**config.mk**
```make
export PLATFORM = sky130hd
export DESIGN_NAME = nndz_sampler
export DESIGN_NICKNAME = d
export VERILOG_FILES = /design/src/rtl/nndz_sampler_pkg.sv /design/src/rtl/nndz_sat_counter.sv /design/src/rtl/nndz_sampler.sv
export SDC_FILE = /design/constraint.sdc
export NUM_CORES = 1
export LEC_CHECK = 0
export CAP_MARGIN = 40
export CORE_MARGIN = 2
export CORE_UTILIZATION = 44
export DETAILED_ROUTE_END_ITERATION = 8
export PLACE_DENSITY = 0.84
export SYNTH_ARGS = -nofsm -noshare
export SYNTH_HDL_FRONTEND = slang
export SYNTH_SLANG_ARGS = --single-unit
```
**constraint.sdc**
```tcl
create_clock -name clk -period 2.15 [get_ports clk]
set_input_delay 0.215 -clock clk [delete_from_list [all_inputs] [get_ports clk]]
set_output_delay 0.215 -clock clk [all_outputs]
set_load 0.05 [all_outputs]
```
**src/rtl/nndz_sampler_pkg.sv**
```systemverilog
// Shared types and helpers for the nndz four-state observation stage.
// Combinational helpers only; no state.
// No flow control of its own.
package nndz_sampler_pkg;

    typedef enum logic [1:0] {
        C0 = 2'b00,
        C1 = 2'b01,
        CX = 2'b10,
        CZ = 2'b11
    } code_t;

    typedef enum logic {
        S_IDLE,
        S_SEND
    } state_t;

    localparam int NUM_BITS = 13;
    localparam int IDX_W    = 4;

    // Case equality keeps X and Z distinguishable from each other and from 0/1.
    function automatic code_t classify(input logic b);
        code_t c;
        if (b === 1'b0)      c = C0;
        else if (b === 1'b1) c = C1;
        else if (b === 1'bx) c = CX;
        else                 c = CZ;
        return c;
    endfunction

endpackage

```
**src/rtl/nndz_sat_counter.sv**
```systemverilog
// Saturating up-counter with synchronous clear; clear beats a coincident increment.
// Latency: q reflects inc/clr one edge later.
// No backpressure; inc is taken every cycle it is high.
module nndz_sat_counter #(
    parameter int W = 8
) (
    input  logic         clk,
    input  logic         rst,
    input  logic         inc,
    input  logic         clr,
    output logic [W-1:0] q
);

    always_ff @(posedge clk) begin
        if (rst || clr) begin
            q <= '0;
        end else if (inc && (q != '1)) begin
            q <= q + W'(1);
        end
    end

endmodule

```
**src/rtl/nndz_sampler.sv**
```systemverilog
// Snapshots nndz four-state outputs and streams a 0/1/X/Z code per bit with saturating X/Z totals.
// Latency: first beat valid the cycle after start is sampled; 13 beats per snapshot, one per accepted cycle.
// Backpressure: current beat (code/idx/last) holds while out_ready is low; totals only move on accepted beats.
module nndz_sampler
    import nndz_sampler_pkg::*;
#(
    parameter int CNT_W = 8
) (
    input  logic             clk,
    input  logic             rst,
    input  logic             start,
    input  logic             clr_stats,
    input  logic             gikybab [3:4][1:3],
    input  logic [3:1][0:1]  ewgtcyo,
    input  logic             wozozd,
    output logic             busy,
    output logic             out_valid,
    input  logic             out_ready,
    output logic [1:0]       out_code,
    output logic [3:0]       out_idx,
    output logic             out_last,
    output logic             snap_unknown,
    output logic [CNT_W-1:0] x_total,
    output logic [CNT_W-1:0] z_total
);

    state_t              state_q, state_d;
    logic [IDX_W-1:0]    idx_q;
    logic [NUM_BITS-1:0] snap_q;
    logic [NUM_BITS-1:0] flat;
    logic                flat_unknown;
    logic                capture;
    logic                xfer;
    logic                at_last;
    code_t               code_cur;

    always_comb begin
        flat     = '0;
        flat[0]  = gikybab[3][1];
        flat[1]  = gikybab[3][2];
        flat[2]  = gikybab[3][3];
        flat[3]  = gikybab[4][1];
        flat[4]  = gikybab[4][2];
        flat[5]  = gikybab[4][3];
        flat[6]  = ewgtcyo[3][0];
        flat[7]  = ewgtcyo[3][1];
        flat[8]  = ewgtcyo[2][0];
        flat[9]  = ewgtcyo[2][1];
        flat[10] = ewgtcyo[1][0];
        flat[11] = ewgtcyo[1][1];
        flat[12] = wozozd;
    end

    always_comb begin
        flat_unknown = 1'b0;
        for (int i = 0; i < NUM_BITS; i++) begin
            if (classify(flat[i]) inside {CX, CZ}) flat_unknown = 1'b1;
        end
    end

    always_comb begin
        state_d   = state_q;
        busy      = 1'b0;
        out_valid = 1'b0;
        out_last  = 1'b0;
        code_cur  = C0;
        at_last   = (idx_q == IDX_W'(NUM_BITS - 1));
        case (state_q)
            S_IDLE: begin
                if (start) state_d = S_SEND;
            end
            S_SEND: begin
                busy      = 1'b1;
                out_valid = 1'b1;
                out_last  = at_last;
                code_cur  = classify(snap_q[idx_q]);
                if (out_ready && at_last) state_d = S_IDLE;
            end
        endcase
        capture  = (state_q == S_IDLE) && start;
        xfer     = out_valid && out_ready;
        out_code = code_cur;
        out_idx  = idx_q;
    end

    always_ff @(posedge clk) begin
        if (rst) begin
            state_q      <= S_IDLE;
            idx_q        <= '0;
            snap_q       <= '0;
            snap_unknown <= 1'b0;
        end else begin
            state_q <= state_d;
            if (capture) begin
                snap_q       <= flat;
                snap_unknown <= flat_unknown;
                idx_q        <= '0;
            end else if (xfer) begin
                idx_q <= at_last ? '0 : idx_q + IDX_W'(1);
            end
        end
    end

    nndz_sat_counter #(.W(CNT_W)) u_x_cnt (
        .clk (clk),
        .rst (rst),
        .inc (xfer && (code_cur == CX)),
        .clr (clr_stats),
        .q   (x_total)
    );

    nndz_sat_counter #(.W(CNT_W)) u_z_cnt (
        .clk (clk),
        .rst (rst),
        .inc (xfer && (code_cur == CZ)),
        .clr (clr_stats),
        .q   (z_total)
    );

endmodule

```
Yosys cells after proc, flatten, opt, wreduce, memory -nomap -nowiden
Cells that the tools add are included.
{"block": "word_totals", "romBits": 0, "ff_bits": 35, "n_memories": 0, "output_inout_bits": 26, "latch_bits": 0, "in_bits": 18, "wordCells": 170, "ram_bits": 0}
{"block": "op_classes", "eq_ne": 73, "n_mul": 0, "muxes": 64, "n_reduce_logical": 22, "div": 0, "bitwise_logic": 1, "magnitude_cmp": 1, "n_shift": 0, "n_addsub": 3}
{"operator": "$mux W2", "count": 29}
{"operator": "$eq A2 B2 Y1 const B", "count": 28}
{"operator": "$eqx A1 B1 Y1 const B", "count": 42}
{"operator": "$mux W1", "count": 32}
{"operator": "$reduce_bool A2 Y1", "count": 13}
{"operator": "$add A8 B1 Y8 const B", "count": 2}
{"operator": "$ne A8 B8 Y1 const B", "count": 2}
{"operator": "$logic_and A1 B1 Y1", "count": 7}
{"operator": "$lt A4 B5 Y1 const B", "count": 1}
{"operator": "$add A4 B1 Y4 const B", "count": 1}
{"operator": "$bmux W1 S4", "count": 1}
{"operator": "$eq A4 B4 Y1 const B", "count": 1}
{"operator": "$mux W4", "count": 1}
{"operator": "$pmux W1 S2", "count": 1}
{"operator": "$reduce_or A2 Y1", "count": 1}
{"operator": "$logic_or A1 B1 Y1", "count": 1}
{"operator": "$not A1 Y1", "count": 1}

Logic depth before layout (Yosys ltp)
{"block": "depth", "depth_word": 19, "mapped_depth": 6}

Hierarchy
Synthesis repeated with hierarchy kept, for this count alone.
{"block": "unflattened", "hier_cells": 195, "hier_area_um2": 1682.9}
{"module": "nndz_sat_counter", "seq_area_each_um2": 160.2, "area_each_um2": 421.7, "cells_per_inst": 48, "n_inst": 2}
{"module": "nndz_sampler", "seq_area_each_um2": 360.3, "area_each_um2": 839.6, "cells_per_inst": 99, "n_inst": 1}

Least setup slack after synthesis
No wires, ideal clock.
{"block": "synth_path", "path_kind": "flip-flop to output port", "startpoint": "register idx_q[0] (netlist: out_idx[0])", "endpoint": "output out_code[0]", "n_path_buf": 1, "t_required_ps": 1935, "setup_slack_ps": -481, "path_stages_with_launch": 5, "t_arrival_ps": 2416, "cell_sequence": "dfxtp_1 -> buf_6 -> mux4_1 -> nand2_1 -> a311oi_1"}
{"block": "synth_between", "elab_chain_cells": 7}
{"item": "from (decl)", "line": "nndz_sampler.sv:28", "rtl": "logic [IDX_W-1:0] idx_q;"}
{"item": "from (signal assigned)", "line": "nndz_sampler.sv:99", "rtl": "idx_q <= at_last ? '0 : idx_q + IDX_W'(1);"}
{"item": "$bmux W1 S4 (*)", "line": "nndz_sampler.sv:76", "rtl": "code_cur = classify(snap_q[idx_q]);"}
{"item": "$mux W1 (implied by the code) (*)", "line": "nndz_sampler.sv:76"}
{"item": "$eqx A1 B1 Y1", "line": "nndz_sampler_pkg.sv:26", "rtl": "else if (b === 1'bx) c = CX;"}
{"item": "$mux W1", "line": "nndz_sampler_pkg.sv:26"}
{"item": "$mux W2", "line": "nndz_sampler_pkg.sv:25", "rtl": "else if (b === 1'b1) c = C1;"}
{"item": "$mux W2 (*)", "line": "nndz_sampler_pkg.sv:24", "rtl": "if (b === 1'b0) c = C0;"}
{"item": "$mux W2 (*)", "line": "nndz_sampler.sv:68", "rtl": "case (state_q)"}
{"item": "to (decl)", "line": "nndz_sampler.sv:19", "rtl": "output logic [1:0] out_code,"}
Mark *: on every way between the ends. The rest lies on a longest branch, timed or not. The select of a mux whose other input is x is not followed.

Final worst setup path
Ends and elaborated chain as after synthesis.

==> flow_metrics.py <==
metrics = {
    "synthesis": {
        "yosysMostFrequentCell": "nand2_1",
        "netlist_top_cells_count": "nand2_1 (29), buf_4 (19), dfxtp_1 (18)",
        "ys_top_cells_by_area": "dfxtp_1 (37%), buf_4 (15%), nand2_1 (11%), a21oi_1 (7.2%), mux4_1 (5.4%)",
        "synth_edf_count": 0,
        "yosys.area.top_type": "dfxtp_1",
        "async_reset_ff_share_pct": 0,
        "synth-seq-cells": 18,
        "synth_top_flop_cell": "dfxtp_1",
        "synth.cell_area_um2": 970,
        "syn_inst": 115,
        "yosysUniqueCellTypes": 27,
        "synth_seq_area_share_pct": 37.2,
        "ys_warn_count": 0,
        "avgSynthCellArea_um2": 8.43,
        "synth_top_cell_area_share_pct": 37.2,
    },
    "timing": {
        "worst-slew-pin-transition_ps": 577,
        "fin_crit_sh_pct": 94.6,
        "maxClockFrequency_mhz": 492,
        "rsz0062_at_grt": "false",
        "hold_viol": 0,
        "period_needed_ps": 2030,
        "setup_viol": 0,
        "maxSlewViolCount": 0,
        "fin_skew_ps": 1.38,
        "maxSlewHeadroom_pct": 61.4,
        "setup_tns_ps": 0,
    },
    "clock_tree": {
        "clk_pin_slew_ps": 100,
        "cts_hold_buffers": 0,
        "clockBufferDepth": 2,
        "htree_levels": 1,
        "clock-sinks": 18,
        "cts_root_buf": "clkbuf_4",
        "clock_latency_ps": 290,
        "cts_tree": "done",
        "cts_buffers": 3,
    },
    "placed_design": {
        "io_buffer_count": 24,
        "place_inst": 161,
        "gp_congestion": 0.766,
        "hpwlAfterDp_um": 1480,
    },
    "global_routing": {
        "grt_pass1_wl_um": 2960,
        "antenna_found_initial": 0,
        "track_usage_pct": 15.5,
        "grt_max_degree": 17,
        "grt_overflow_total": 0,
        "grt_pass1_vias": 703,
    },
    "power": {
        "p_comb_share_pct": 23.8,
        "seqPwrFrac_pct": 48.3,
        "power.leakage_nw": 0.481,
        "p_total_uw": 748,
        "ir_drop_v": 0.000368,
        "p_sw_uw": 239,
        "swShare_pct": 31.9,
        "p_per_area_mw_per_mm2": 623,
        "clockPowerShare_pct": 27.9,
        "internal_power_uw": 509,
    },
    "cells_and_area": {
        "final_cells": 165,
        "drive_above_1_share_pct": 9.42,
        "antennaDiodeCount": 0,
        "final_nets": 159,
        "finish.utilization_pct": 59.4,
        "area_growth_pct": 23.9,
    },
    "setup_path": {
        "path_buf_inv": 1,
        "critPathMaxFanout": 8,
        "worstPathRequired_ps": 1930,
        "critPathKind": "flop to output pin",
        "critical_path_arrival_ps": 1820,
        "cpLargestDelayFamily": "multiplexers",
        "start_kind": "flop",
        "setup.worst_path.end_class": "output pin",
        "path_cells": "mux4_2 -> a211oi_2 -> a311oi_4 -> buf_4",
        "reg2reg_slack_ps": 640,
        "crit_path_max_incr_delay_ps": 530,
        "slowest_stage": "mux4_2",
    },
    "drt": {
        "wl_um": 1870,
        "ant_nets": 0,
        "via_per_inst": 4.70,
        "vias": 776,
        "wl_met1_um": 782,
        "dr.pass1.iters": 4,
        "met3WireLength_um": 94,
        "wl_met2_um": 939,
        "top_layer": "met4",
        "drc": 0,
        "drt_iter0_drc": 19,
        "post_drt_wl_per_cell_um": 11.3,
    },
    "floorplanning": {
        "die_w_um": 50.9,
        "initial_utilization_pct": 48.0,
        "die_h_um": 50.9,
        "die_area_mm2": 0.00260,
        "pin_count": 44,
        "placementRows": 16,
        "core_area_mm2": 0.00202,
    },
    "flow_run": {
        "maxCapViolCount": 0,
    },
    "outcome": {
        "status": "finished, final reports clean",
    },
    "worst_hold_path": {
        "hold_class": "input port to flop",
    },
}
==> power groups by stage <==
stage	Clock, mW	Combinational (mW)	Sequential [mW]
floorplan	0	0.152	0.373
global placement	0	0.175	0.368
finish	0.209	0.178	0.362
detailed placement	0	0.178	0.369
CTS	0.215	0.178	0.362
global route	0.231	0.189	0.364
==> cells in the final DEF (no fill, tap or decap), drive strengths merged, types with 2 or more instances in the layout <==
cell / count
nand2: 29
clkdlybuf4s50: 22
conb: 18
dfxtp: 18
a21oi: 14
inv: 5
buf: 4
clkbuf: 4
nor2: 3
mux4: 3
nand3: 2
xnor2: 2
ha: 2
a211oi: 2
==> metal layers <==
| metal | GRT usage [%] | vias to the layer above |
|---|---|---|
| li1 | - | 387 |
| met2 | 26.8 | 26 |
| met1 | 17.2 | 357 |
| met3 | 3.51 | 6 |
| met5 | 0 | - |
| met4 | 9.01 | 0 |
==> per-stage QoR <==
step | setup WS [ps] | hold WS (ps) | cell area (um^2)
floorplan | 157 | 311 | 1050
global placement | 335 | 439 | 1160
detailed placement | 307 | 448 | 1160
CTS | 90.3 | 450 | 1200
global route | 47.2 | 450 | 1200
finish | 116 | 456 | 1200
==> logic make-up (layout without fill, tap and decap cells) <==
kind of cell / Yosys count / count (layout) / synth area share (%)
muxes: 4 / 4 / 8.77
adders and majority gates: 2 / 2 / 2.58
buffers and inverters: 29 / 35 / 19.6
DFF: 18 / 18 / 37.2
xor gates and xnor gates: 2 / 2 / 1.81
and+or+nand+nor: 40 / 40 / 18.1
other: 1 / 18 / 0.387
AOI/OAI and AO/OA: 19 / 19 / 11.6
==> worst reg2reg max path, delay by kind of cell (launching register included) <==
family | cells | cell delay, ps
simple gates | 2 | 350
flops | 1 | 470
fa+ha+maj | 1 | 190
compound gates | 1 | 340
buf+inv | 1 | 100
==> final cells by class <==
class                      count  area (um^2)
clock buffer                   4         36.3
fill                         185          821
timing repair buffer          26          250
inverter                       5         18.8
tap                           27         33.8
sequential                    18          362
multi-input combinational     85          500
==> state kept, by name, indices dropped and copies added (netlist names) <==
signal and flops:
state_q 1, snap_q 13, out_idx 4
==> repair_timing <==
item / CTS / global route
setup buffers: 0 / 0
endpoints found under the setup margin: 1 / 0
gates resized for setup: 1 / 0
hold endpoints to repair: 0 / 0
==> path summary, 6_finish.rpt <==
kind                                start                       to  cells after the start
hold reg to reg    snap_q[9]$_SDFFE_PP0P_   snap_q[9]$_SDFFE_PP0P_                      2
setup reg to reg  out_idx[1]$_SDFFE_PP0P_  out_idx[0]$_SDFFE_PP0P_                      5
hold / removal                 gikybab[1]   snap_q[4]$_SDFFE_PP0P_                      3
setup / recovery  out_idx[0]$_SDFFE_PP0P_              out_code[0]                      4
Note: power is estimated with default switching activity, not from simulation.
